`src/rtl/mlp_seq_pkg.sv`:
```
// Shared constants, state encoding and bus-offset helpers for the time-shared MLP controller.
package mlp_seq_pkg;

   localparam int NUM_A    = 7;
   localparam int WIDTH_A  = 4;
   localparam int NUM_H    = 3;
   localparam int NUM_O    = 3;
   localparam int WIDTH_W  = 8;
   localparam int NUM_W    = NUM_A*NUM_H + NUM_H*NUM_O;
   localparam int WIDTH_B0 = 11;
   localparam int WIDTH_B1 = 14;
   localparam int ACC_W    = 18;
   localparam int H_SHIFT  = 4;
   localparam int OUTWIDTH = 2;

   localparam int H_MAX    = (1 << WIDTH_A) - 1;
   localparam int LATENCY  = NUM_H*(NUM_A+1) + NUM_O*(NUM_H+1);
   localparam int L1_W_OFF = NUM_A*NUM_H;

   function automatic int clog2(input int v);
      int r;
      r = 0;
      while ((1 << r) < v) r++;
      return r;
   endfunction

   localparam int I_W = clog2(NUM_A);
   localparam int J_W = clog2(NUM_H);
   localparam int O_W = clog2(NUM_O);
   localparam int K_W = clog2(NUM_W);

   function automatic int b0_off(input int j);
      return j*WIDTH_B0;
   endfunction

   function automatic int b1_off(input int o);
      return NUM_H*WIDTH_B0 + o*WIDTH_B1;
   endfunction

   typedef enum logic [2:0] {
      ST_IDLE   = 3'd0,
      ST_L0_MAC = 3'd1,
      ST_L0_ACT = 3'd2,
      ST_L1_MAC = 3'd3,
      ST_L1_ACT = 3'd4,
      ST_DONE   = 3'd5
   } state_t;

endpackage

```
`src/rtl/mlp_mac.sv`:
```
// Single shared multiply-add: unsigned activation times signed weight, added to the accumulator.
module mlp_mac
   import mlp_seq_pkg::*;
(
   input  logic        [WIDTH_A-1:0] a,
   input  logic signed [WIDTH_W-1:0] w,
   input  logic signed [ACC_W-1:0]   acc_in,
   output logic signed [ACC_W-1:0]   sum
);

   logic signed [ACC_W-1:0] a_ext;
   logic signed [ACC_W-1:0] w_ext;
   logic signed [ACC_W-1:0] prod;

   // Product is kept to ACC_W bits; the accumulator wraps modulo 2^ACC_W anyway.
   always_comb begin
      a_ext = {{(ACC_W-WIDTH_A){1'b0}}, a};
      w_ext = {{(ACC_W-WIDTH_W){w[WIDTH_W-1]}}, w};
      prod  = a_ext * w_ext;
      sum   = acc_in + prod;
   end

endmodule

```
`src/rtl/mlp_seq_ctrl.sv`:
```
// Sequential 7-3-3 quantized MLP: one MAC per cycle, argmax class out via valid/ready.
//
// state  | meaning
// IDLE   | in_ready high, waiting for a sample
// L0_MAC | accumulate x[i]*w for hidden neuron j
// L0_ACT | ReLU, shift and clamp into h[j]; load next bias
// L1_MAC | accumulate h[j]*w for output neuron o
// L1_ACT | compare score with best; load next bias or finish
// DONE   | hold result until out_ready
module mlp_seq_ctrl
   import mlp_seq_pkg::*;
(
   input  logic                                    clk,
   input  logic                                    rst_n,
   input  logic                                    in_valid,
   output logic                                    in_ready,
   input  logic [NUM_A*WIDTH_A-1:0]                inp,
   input  logic [NUM_W*WIDTH_W-1:0]                weights,
   input  logic [NUM_H*WIDTH_B0+NUM_O*WIDTH_B1-1:0] biases,
   output logic                                    out_valid,
   input  logic                                    out_ready,
   output logic [OUTWIDTH-1:0]                     out
);

   state_t                      state, state_nx;
   logic [NUM_A*WIDTH_A-1:0]    x_q, x_nx;
   logic signed [ACC_W-1:0]     acc, acc_nx;
   logic signed [ACC_W-1:0]     best, best_nx;
   logic [I_W-1:0]              i_q, i_nx;
   logic [J_W-1:0]              j_q, j_nx, j_inc;
   logic [O_W-1:0]              o_q, o_nx, o_inc;
   logic [WIDTH_A-1:0]          h_q [NUM_H];
   logic [WIDTH_A-1:0]          h_nx [NUM_H];
   logic [OUTWIDTH-1:0]         idx, idx_nx, out_nx;
   logic                        out_valid_nx;

   logic [WIDTH_A-1:0]          x_arr [NUM_A];
   logic signed [WIDTH_W-1:0]   w_arr [NUM_W];
   logic signed [ACC_W-1:0]     b0_ext [NUM_H];
   logic signed [ACC_W-1:0]     b1_ext [NUM_O];

   logic [K_W-1:0]              w_k;
   logic [WIDTH_A-1:0]          mac_a;
   logic signed [WIDTH_W-1:0]   mac_w;
   logic signed [ACC_W-1:0]     mac_sum;
   logic signed [ACC_W-1:0]     relu, shifted;
   logic [WIDTH_A-1:0]          h_val;
   logic                        better;

   for (genvar g = 0; g < NUM_A; g++) begin : g_x
      assign x_arr[g] = x_q[g*WIDTH_A +: WIDTH_A];
   end
   for (genvar g = 0; g < NUM_W; g++) begin : g_w
      assign w_arr[g] = weights[g*WIDTH_W +: WIDTH_W];
   end
   for (genvar g = 0; g < NUM_H; g++) begin : g_b0
      assign b0_ext[g] = ACC_W'($signed(biases[b0_off(g) +: WIDTH_B0]));
   end
   for (genvar g = 0; g < NUM_O; g++) begin : g_b1
      assign b1_ext[g] = ACC_W'($signed(biases[b1_off(g) +: WIDTH_B1]));
   end

   // The j counter walks hidden neurons in layer 0 and hidden inputs in layer 1.
   always_comb begin
      if (state == ST_L1_MAC) begin
         mac_a = h_q[j_q];
         w_k   = K_W'(L1_W_OFF) + K_W'(o_q)*K_W'(NUM_H) + K_W'(j_q);
      end else begin
         mac_a = x_arr[i_q];
         w_k   = K_W'(j_q)*K_W'(NUM_A) + K_W'(i_q);
      end
      mac_w = w_arr[w_k];
   end

   mlp_mac u_mac (
      .a      (mac_a),
      .w      (mac_w),
      .acc_in (acc),
      .sum    (mac_sum)
   );

   always_comb begin
      relu    = acc[ACC_W-1] ? '0 : acc;
      shifted = relu >>> H_SHIFT;
      h_val   = (shifted > ACC_W'(H_MAX)) ? WIDTH_A'(H_MAX) : shifted[WIDTH_A-1:0];
      better  = (o_q == '0) || (acc > best);
   end

   assign in_ready = (state == ST_IDLE);

   always_comb begin
      state_nx     = state;
      x_nx         = x_q;
      acc_nx       = acc;
      best_nx      = best;
      i_nx         = i_q;
      j_nx         = j_q;
      o_nx         = o_q;
      h_nx         = h_q;
      idx_nx       = idx;
      out_nx       = out;
      out_valid_nx = out_valid;
      j_inc        = j_q + J_W'(1);
      o_inc        = o_q + O_W'(1);
      case (state)
         ST_IDLE: begin
            if (in_valid) begin
               x_nx     = inp;
               acc_nx   = b0_ext[0];
               i_nx     = '0;
               j_nx     = '0;
               state_nx = ST_L0_MAC;
            end
         end
         ST_L0_MAC: begin
            acc_nx = mac_sum;
            if (i_q == I_W'(NUM_A-1)) state_nx = ST_L0_ACT;
            else                      i_nx     = i_q + I_W'(1);
         end
         ST_L0_ACT: begin
            h_nx[j_q] = h_val;
            i_nx      = '0;
            if (j_q != J_W'(NUM_H-1)) begin
               j_nx     = j_inc;
               acc_nx   = b0_ext[j_inc];
               state_nx = ST_L0_MAC;
            end else begin
               j_nx     = '0;
               o_nx     = '0;
               acc_nx   = b1_ext[0];
               state_nx = ST_L1_MAC;
            end
         end
         ST_L1_MAC: begin
            acc_nx = mac_sum;
            if (j_q == J_W'(NUM_H-1)) begin
               j_nx     = '0;
               state_nx = ST_L1_ACT;
            end else begin
               j_nx = j_inc;
            end
         end
         ST_L1_ACT: begin
            if (better) begin
               best_nx = acc;
               idx_nx  = OUTWIDTH'(o_q);
            end
            if (o_q != O_W'(NUM_O-1)) begin
               o_nx     = o_inc;
               acc_nx   = b1_ext[o_inc];
               state_nx = ST_L1_MAC;
            end else begin
               out_nx       = better ? OUTWIDTH'(o_q) : idx;
               out_valid_nx = 1'b1;
               state_nx     = ST_DONE;
            end
         end
         ST_DONE: begin
            if (out_ready) begin
               out_valid_nx = 1'b0;
               state_nx     = ST_IDLE;
            end
         end
         default: state_nx = ST_IDLE;
      endcase
   end

   always_ff @(posedge clk or negedge rst_n) begin
      if (!rst_n) begin
         state     <= ST_IDLE;
         x_q       <= '0;
         acc       <= '0;
         best      <= '0;
         i_q       <= '0;
         j_q       <= '0;
         o_q       <= '0;
         idx       <= '0;
         out       <= '0;
         out_valid <= 1'b0;
         for (int n = 0; n < NUM_H; n++) h_q[n] <= '0;
      end else begin
         state     <= state_nx;
         x_q       <= x_nx;
         acc       <= acc_nx;
         best      <= best_nx;
         i_q       <= i_nx;
         j_q       <= j_nx;
         o_q       <= o_nx;
         idx       <= idx_nx;
         out       <= out_nx;
         out_valid <= out_valid_nx;
         h_q       <= h_nx;
      end
   end

endmodule
```
`config.mk`:
```
export PLATFORM = sky130hd
export DESIGN_NAME = mlp_seq_ctrl
export DESIGN_NICKNAME = d
export VERILOG_FILES = /design/src/rtl/mlp_seq_pkg.sv /design/src/rtl/mlp_mac.sv /design/src/rtl/mlp_seq_ctrl.sv
export SDC_FILE = /design/constraint.sdc
export NUM_CORES = 1
export LEC_CHECK = 0
export CAP_MARGIN = 10
export CORE_ASPECT_RATIO = 1.25
export CORE_MARGIN = 4
export CORE_UTILIZATION = 50
export DETAILED_ROUTE_END_ITERATION = 10
export DONT_BUFFER_PORTS = 1
export HOLD_SLACK_MARGIN = 0.12
export REMOVE_ABC_BUFFERS = 1
export SLEW_MARGIN = 15
export SYNTH_ARGS = -nofsm -noshare
export SYNTH_HDL_FRONTEND = slang
export SYNTH_HIERARCHICAL = 1
export SYNTH_SLANG_ARGS = --single-unit
```
`constraint.sdc`:
```
create_clock -name clk -period 12.7 [get_ports clk]
set_clock_uncertainty 0.2 [all_clocks]
set_input_delay 2.54 -clock clk [delete_from_list [all_inputs] [get_ports clk]]
set_output_delay 2.54 -clock clk [all_outputs]
set_load 0.02 [all_outputs]
```
==> results of run 1 <==
-- flip-flops by register name, indices dropped and copies added, names as in the netlist, 3 cells and up --
register  flops
acc          18
i_q           3
state         3
x_q          28
best         18
h_q          12
-- cell usage in the layout (no fill, tap or decap), types with 17 or more instances in the layout --
cell type  netlist  final
nand2_1        183    183
inv_1          115    115
mux2i_1         94     94
dfrtp_1         91     91
mux2_2          77     77
nor2_1          71     71
ha_1            68     68
a21oi_1         64     62
o21ai_0         46     45
fa_1            43     43
and3_1          34     34
a31oi_1         31     31
o211ai_1        29     29
and2_1          26     26
nand3_1         19     19
buf_4           10     19
a311oi_1        17     17
-- logic make-up (layout without fill, tap and decap cells) --
group	count (synthesis)	in the layout	synth area share
AO/OA/AOI/OAI	264	264	0.166
XOR/XNOR	20	20	0.0168
adder cells (fa/ha/maj)	111	111	0.164
buffers and inverters	187	151	0.0741
flip-flops	91	91	0.218
multiplexers	185	185	0.202
other	0	9	0
AND/OR/NAND/NOR	370	370	0.159
-- area by class of cell --
| type | instances | share of cell area |
|---|---|---|
| Multi-Input combinational cell | 950 | 0.679 |
| Sequential cell | 91 | 0.208 |
| Inverter | 116 | 0.0399 |
| Tap cell | 270 | 0.0309 |
| Clock buffer | 9 | 0.0206 |
| Timing Repair Buffer | 19 | 0.0131 |
| Clock inverter | 7 | 0.00641 |
| Antenna cell | 9 | 0.00206 |
-- worst paths after layout --
check                           to  slack (ns)
max reg2reg                acc[15]        4.49
min reg2reg                best[5]        0.31
max                        acc[15]        4.49
min                        best[5]        0.31
max in group asynchronous  acc[13]       10.47
min in group asynchronous  x_q[11]        1.68
-- cells in the mapped netlist (all sizes together), types with 34 or more instances --
library cell and count:
inv 115, o21ai 49, mux2i 96, fa 43, nor2 72, mux2 78, ha 68, dfrtp 91
and3 34, a21oi 65, clkbuf 39, nand2 183
-- critical path, cell delays in order, from the launching register on --
cell       delay (ns)
dfrtp_1          0.63
inv_1            0.43
ha_1             0.45
mux2i_4          0.13
buf_4            0.47
buf_4            0.64
nand2_1          0.12
and3_1           0.20
a311oi_1         0.26
o22ai_1          0.13
a31oi_1          0.34
and2_1           0.53
inv_1            0.19
fa_1             0.55
inv_1            0.05
fa_1             0.51
inv_1            0.06
fa_1             0.54
inv_1            0.04
ha_1             0.39
nand2_1          0.11
nor2_2           0.15
o311ai_2         0.16
mux2_4           0.33
a2111oi_2        0.27
nand2_1          0.08
a21oi_1          0.14
-- per-layer routing --
layer,GRT usage,vias up,share of wire
met5,0,-,0.0038
met1,0.324,4259,0.39
met2,0.480,351,0.49
met3,0.0759,65,0.085
met4,0.0924,18,0.028
li1,-,4238,-
-- metrics by stage --
stage,instances,utilization,instance area (sq um)
floorplan,1157,-,10100
global placement,1446,0.522,10600
finish,1471,0.538,10900
detailed placement,1446,0.522,10600
CTS,1462,0.536,10900
global route,1467,0.537,10900
==> results summary, run 1 <==
The flow ran to the end, and the final reports show no timing, DRC or antenna violations. In this run the worst path has a maximum fanout of 50. STA classifies the critical path startpoint as a register. The share of the Yosys chip area taken by registers is 0.218. The overall die area came out at 23300 sq um. At the placement stage, the worst setup path has a slack of 4.48 ns. The clock passes through at most 2 buffers. The number of instances in the synthesized netlist came out at 1228. The fraction of layout instances using a drive strength above 1 came out at 0.117. The clock drives approximately 90 sinks. During synthesis, Yosys emitted a total of 6 warnings. The overall track demand over capacity in global routing came out at 0.275. The number of optimization iterations in the first detailed-route pass came out at 5. The count of antenna-violating nets left after detailed routing is 0.

The worst path required time came out at 12.78 ns. The share of the cycle needed by the critical path after routing came out at 0.647. The cell at the root of the clock tree is clkbuf_16. At the pin with the least slew margin, the transition time is 1.01 ns. The wire length per cell after detailed routing came out at about 22 um. The unique cell type count in the Yosys netlist is 66. The routed design could run at a clock period as short as between 8 and 9 ns. The worst register-to-register path begins at j_q[0].

The total wirelength of the detailed-routed design is 33.0 mm. The area overhead of the layout relative to synthesis is 4.68%. The number of core rows is 58. Based on the critical path, the design can be clocked at up to 122 MHz.

The boundary pin count is 351. The cell depth of the worst flop-to-flop path came out at 26. The number of failing hold endpoints at the final stage came out at 0.

The clock reaches the later pin of the worst-skew pair after about 0.35 ns. Yosys attributes the largest share of cell area to dfrtp_1 (22%), mux2i_1 (9.0%), mux2_2 (8.3%), fa_1 (8.2%), ha_1 (8.2%). Buffers inserted to repair hold after CTS numbered 0. The worst setup path is captured at a register.

The final weighted congestion in routability-driven placement is 0.872. The number of buffers added by the clock tree synthesis step came out at 9. The number of max-cap violations came out at 0.

The area taken by flip-flops and latches came out at 2280 sq um. In this run the most critical hold path is launched from best[5]. The number of enable-type register cells in the synthesized netlist is 0. In this run the cell area of the synthesized design comes to around 10000 sq um. The most critical setup path has its startpoint at j_q[0]. The total overflow reported by the global router is 0. The via density per instance came out at 6.07.

The die is around 140 um wide. The number of H-tree levels came out at 3. The initial utilization of the core area, before any placement, comes to 0.514. A synthesized cell averages 8.50 sq um. The post-CTS setup repair buffer count is 0. The maximum number of pins on one net before global-route repair came out at 92. The synthesized design spends more area on one cell type than any other, namely dfrtp_1. The layout filler cell count is slightly below 2000. The area share of the leading cell type in the synthesized netlist is 0.218.

The total number of vias came out at 8931. The depth of the worst hold-timing path is 1. The number of nets in the finished design came out at 1645. The initial antenna violation count came out at 18. After synthesis, the share of flip-flops with an asynchronous set or reset is 1.00. The area taken by multi-input logic gates is 7410 sq um. In this run, synthesis produced a sequential element count of 91. TritonCTS built the clock tree. The summed negative setup slack over all endpoints came out at 0 ns.

After the first detailed-routing iteration, the DRC count stood at 455. The worst setup path is of the register to register kind. The half-perimeter wire length after placement came out at between 20 and 30 mm. The clock transition at the register clock pins on the worst setup and hold paths after CTS came out at 0.07 ns. The number of gates given a new drive strength after cts came out at 0. The area of the core came out at ~20000 sq um.

The final-report max-slew violation count is 0. Hold is met by 0.306 ns. The number of global-route vias before repair is 8950.

Setup slack on the critical path of the routed design comes to around 4.5 ns. The most used flip-flop cell after synthesis is dfrtp_1. The worst slew margin relative to its limit is 0.319. The data arrival time of the critical path came out at ~8.3 ns. Setup repair after global routing left no endpoint under its margin. The wire length of the first global-routing pass is a little under 50 mm.

The total setup violations reported at the end of the flow came out at 0. The min-delay analysis places its worst path in the category register to register. The post-route DRC violation count came out at 0. The number of buffer cells added on primary ports came out at 0. The die extent in y came out at 170 um.
Power of run 1 is left out: the tool's default activity adds up to more than one toggle a clock period on the data nets, which glitch-free logic cannot reach.
==> run 2: changes to the inputs <==
--- a/config.mk
+++ b/config.mk
@@ -12,6 +12,7 @@
 export DETAILED_ROUTE_END_ITERATION = 10
 export DONT_BUFFER_PORTS = 1
 export HOLD_SLACK_MARGIN = 0.12
+export PLACE_DENSITY = 0.68
 export REMOVE_ABC_BUFFERS = 1
 export SLEW_MARGIN = 15
 export SYNTH_ARGS = -nofsm -noshare
==> constraint.sdc (replaced) <==
create_clock -name clk -period 7.2 [get_ports clk]
set_clock_uncertainty 0.2 [all_clocks]
set_input_delay 1.44 -clock clk [delete_from_list [all_inputs] [get_ports clk]]
set_output_delay 1.44 -clock clk [all_outputs]
set_load 0.02 [all_outputs]
==> run 2 against run 1 <==
  * First-iteration DRC count is 4.0% lower
  * Non-clock buffer count is 47 higher
  * Core utilization is 2.9 points higher
  * Clock-buffer cell count stayed put
  * Critical path depth stayed put
  * Die area stayed put
  * Routed wire length is 3.1% higher
  * Sequential share of layout area is 1.1 points lower
  * Global-route usage is 0.31 points higher
  * Fmax is 18% higher
  * Worst setup slack worse by 4.2 ns
==> results summary, run 2 (same netlist as run 1, synthesis figures left out) <==
In this run the worst hold path is classified as register to register. The initial antenna violation count came out at 7. The worst register-to-register path begins at j_q[1].

Of the cells placed in the final design, the portion with a size suffix greater than 1 is 0.170. The initial core utilization came out at 0.514. The worst min-delay path endpoint is best[12]. The maximum number of pins on one net before global-route repair is 92. The worst setup path is captured at a register. The flow ran to the end, and the final reports show no timing, DRC or antenna violations. STA puts the critical path data arrival time at 7.01 ns. The clock reaches the later pin of the worst-skew pair after 0.35 ns.

The tree is rooted in a clkbuf_16. The area taken by flip-flops and latches is approximately 2300 sq um. The depth of the worst hold-timing path came out at 1.

The number of optimization iterations in the first detailed-route pass is 5. The clock transition at the register clock pins on the worst setup and hold paths after CTS is approximately 0.080 ns. The type of the worst setup path is register to register. The final-report max-slew violation count came to 0. The transition time at the pin with the least slew margin is 0.994 ns.

The floorplan step set the die height to 170 um. For this block, the initial DRC count from the detailed router was 437. The number of failing hold endpoints at the final stage is 0.

The flop-to-flop setup slack came out at 0.27 ns. The met2 wire length is 17.3 mm. The startpoint identified for the worst hold timing path is best[12].

The wire length of the first global-routing pass came out at 50.2 mm. In the global route stage, overall resource usage came out at 0.278. The uppermost layer routed is met5. The summed area of non-filler cells in the final layout came out at around 12000 sq um. Leaving out fill and tap cells, the most frequent cells in the layout are nand2_1 (181), inv_1 (114), mux2i_1 (93). The total number of vias is 9205. The worst setup path is launched from a register. The number of H-tree levels came out at 3. The final worst slack came out at 0.269 ns. In the final layout, the registers with the most flip-flops are x_q x28, acc x18, best x18. The worst pin sits at a relative slew slack of 0.331. The via density per instance is 6.08. The met1 wire length is 13.0 mm. The shortest clock period the worst path allows after layout came out at 6.93 ns.

The congestion estimate from routability-driven global placement came to 0.896. Buffers inserted during clock tree synthesis total 9. The routed wire length on met3 came out at 2.72 mm. In this run the standard cell core region covers 20300 sq um. The tree built by TritonCTS fans out to between 90 and 100 sinks. The pre-CTS worst setup slack is 0.0867 ns. The number of instances in the placed design came out at 1480. The longest clock path from root to sink contains 2 buffers. TritonCTS built the clock tree. The highest net fanout along the worst path came out at 11. The number of buffer cells added on primary ports came out at 0. The layout filler cell count came out at between 1500 and 2000. For the worst flop-to-flop path, the logic depth is 26. For this design, the CTS-stage hold fixing added 0 buffers.

The half-perimeter wire length after placement is roughly 28 mm. The fmax came out at roughly 140 MHz. The die width is ~140 um. Max-cap violations in this run came to 0. The share of the cycle needed by the critical path after routing came out at 0.963. For the worst setup path, the data required time is 7.28 ns. The total setup violations reported at the end of the flow came out at 0. The register with the most flip-flops is x_q. The number of core rows came out at 58. The worst reg2reg path endpoint is acc[15]. The count of cells in the finished layout, fillers not included, comes to 1514. The count of antenna-violating nets left after detailed routing is 0.

The placement-stage cell area is 10900 sq um. The final layout contains routed wiring with a total length of about 34 mm. The wire length per cell after detailed routing came out at 22.5 um.

The area taken by multi-input logic gates came out at 7550 sq um. Leaving out fill and tap cells, the most frequent cell in the layout is nand2_1. The overall die area is 23300 sq um. The post-route DRC violation count came out at 0.

The number of global-route vias before repair is 9434. The area overhead of the layout relative to synthesis is 10.3%. Global routing finished with a remaining overflow of 0.

The number of flip-flops in the largest register is 28. The number of nets in the finished design came out at 1693. The smallest hold slack came out at 0.306 ns.

For this design the top-level I/O count stands at 351.
-- run 2: cell types whose count changed in the layout (fill, tap and decap cells not counted), sizes merged --
cell and delta:
clkbuf +2, buf +45, diode -5, a21oi +1
-- run 2: layer usage --
layer,track usage,up-vias
met4,0.0851,4
met2,0.503,414
met3,0.0522,54
met5,0,-
met1,0.331,4405
li1,-,4328
-- run 2: cell type report --
cell class / instances / area share
flip-flops and latches: 91 / 0.198
multi-input cells: 951 / 0.656
clock inverters: 7 / 0.00663
inverters: 116 / 0.0378
repair buffers: 66 / 0.0522
well taps: 270 / 0.0293
diodes: 4 / 0.000869
clock buffers: 9 / 0.0196
-- run 2: repair_timing --
item                       in CTS  in global routing
setup endpoints to repair       0                 10
buffers inserted                0                 11
resized for setup               0                 35
-- run 2: worst max path at each step --
| stage | startpoint | slack [ns] | depth (start not counted) | end |
|---|---|---|---|---|
| finish | j_q[1] | 0.27 | 26 | acc[15] |
| global route | j_q[0] | -0.02 | 29 | acc[15] |
| CTS | j_q[1] | 0.04 | 24 | acc[15] |
| detailed placement | j_q[1] | 0.09 | 24 | acc[15] |
| global placement | j_q[1] | 0.15 | 26 | acc[15] |
| floorplan | j_q[1] | -1.76 | 23 | acc[15] |
-- run 2: critical path, stage by stage (launching register included) --
cell       delay (ns)
dfrtp_2          0.45
fa_1             0.52
inv_1            0.06
fa_2             0.58
mux2i_4          0.08
buf_4            0.15
buf_6            0.12
clkbuf_16        0.17
mux2i_1          0.15
mux2i_1          0.08
mux2_2           0.28
o22ai_1          0.24
a31oi_4          0.08
and2_4           0.26
fa_1             0.47
fa_1             0.50
inv_1            0.06
fa_1             0.53
inv_1            0.04
ha_1             0.29
a21o_1           0.21
o311ai_2         0.33
buf_4            0.18
mux2_4           0.30
a2111oi_2        0.26
nand2_1          0.08
a21oi_1          0.17
-- run 2: through the flow --
step	TNS [ns]	utilization
finish	0	0.567
global route	-0.0236	0.566
CTS	0	0.552
detailed placement	0	0.537
global placement	0	0.537
floorplan	-18.25	-
Power of run 2 is left out for the same reason.
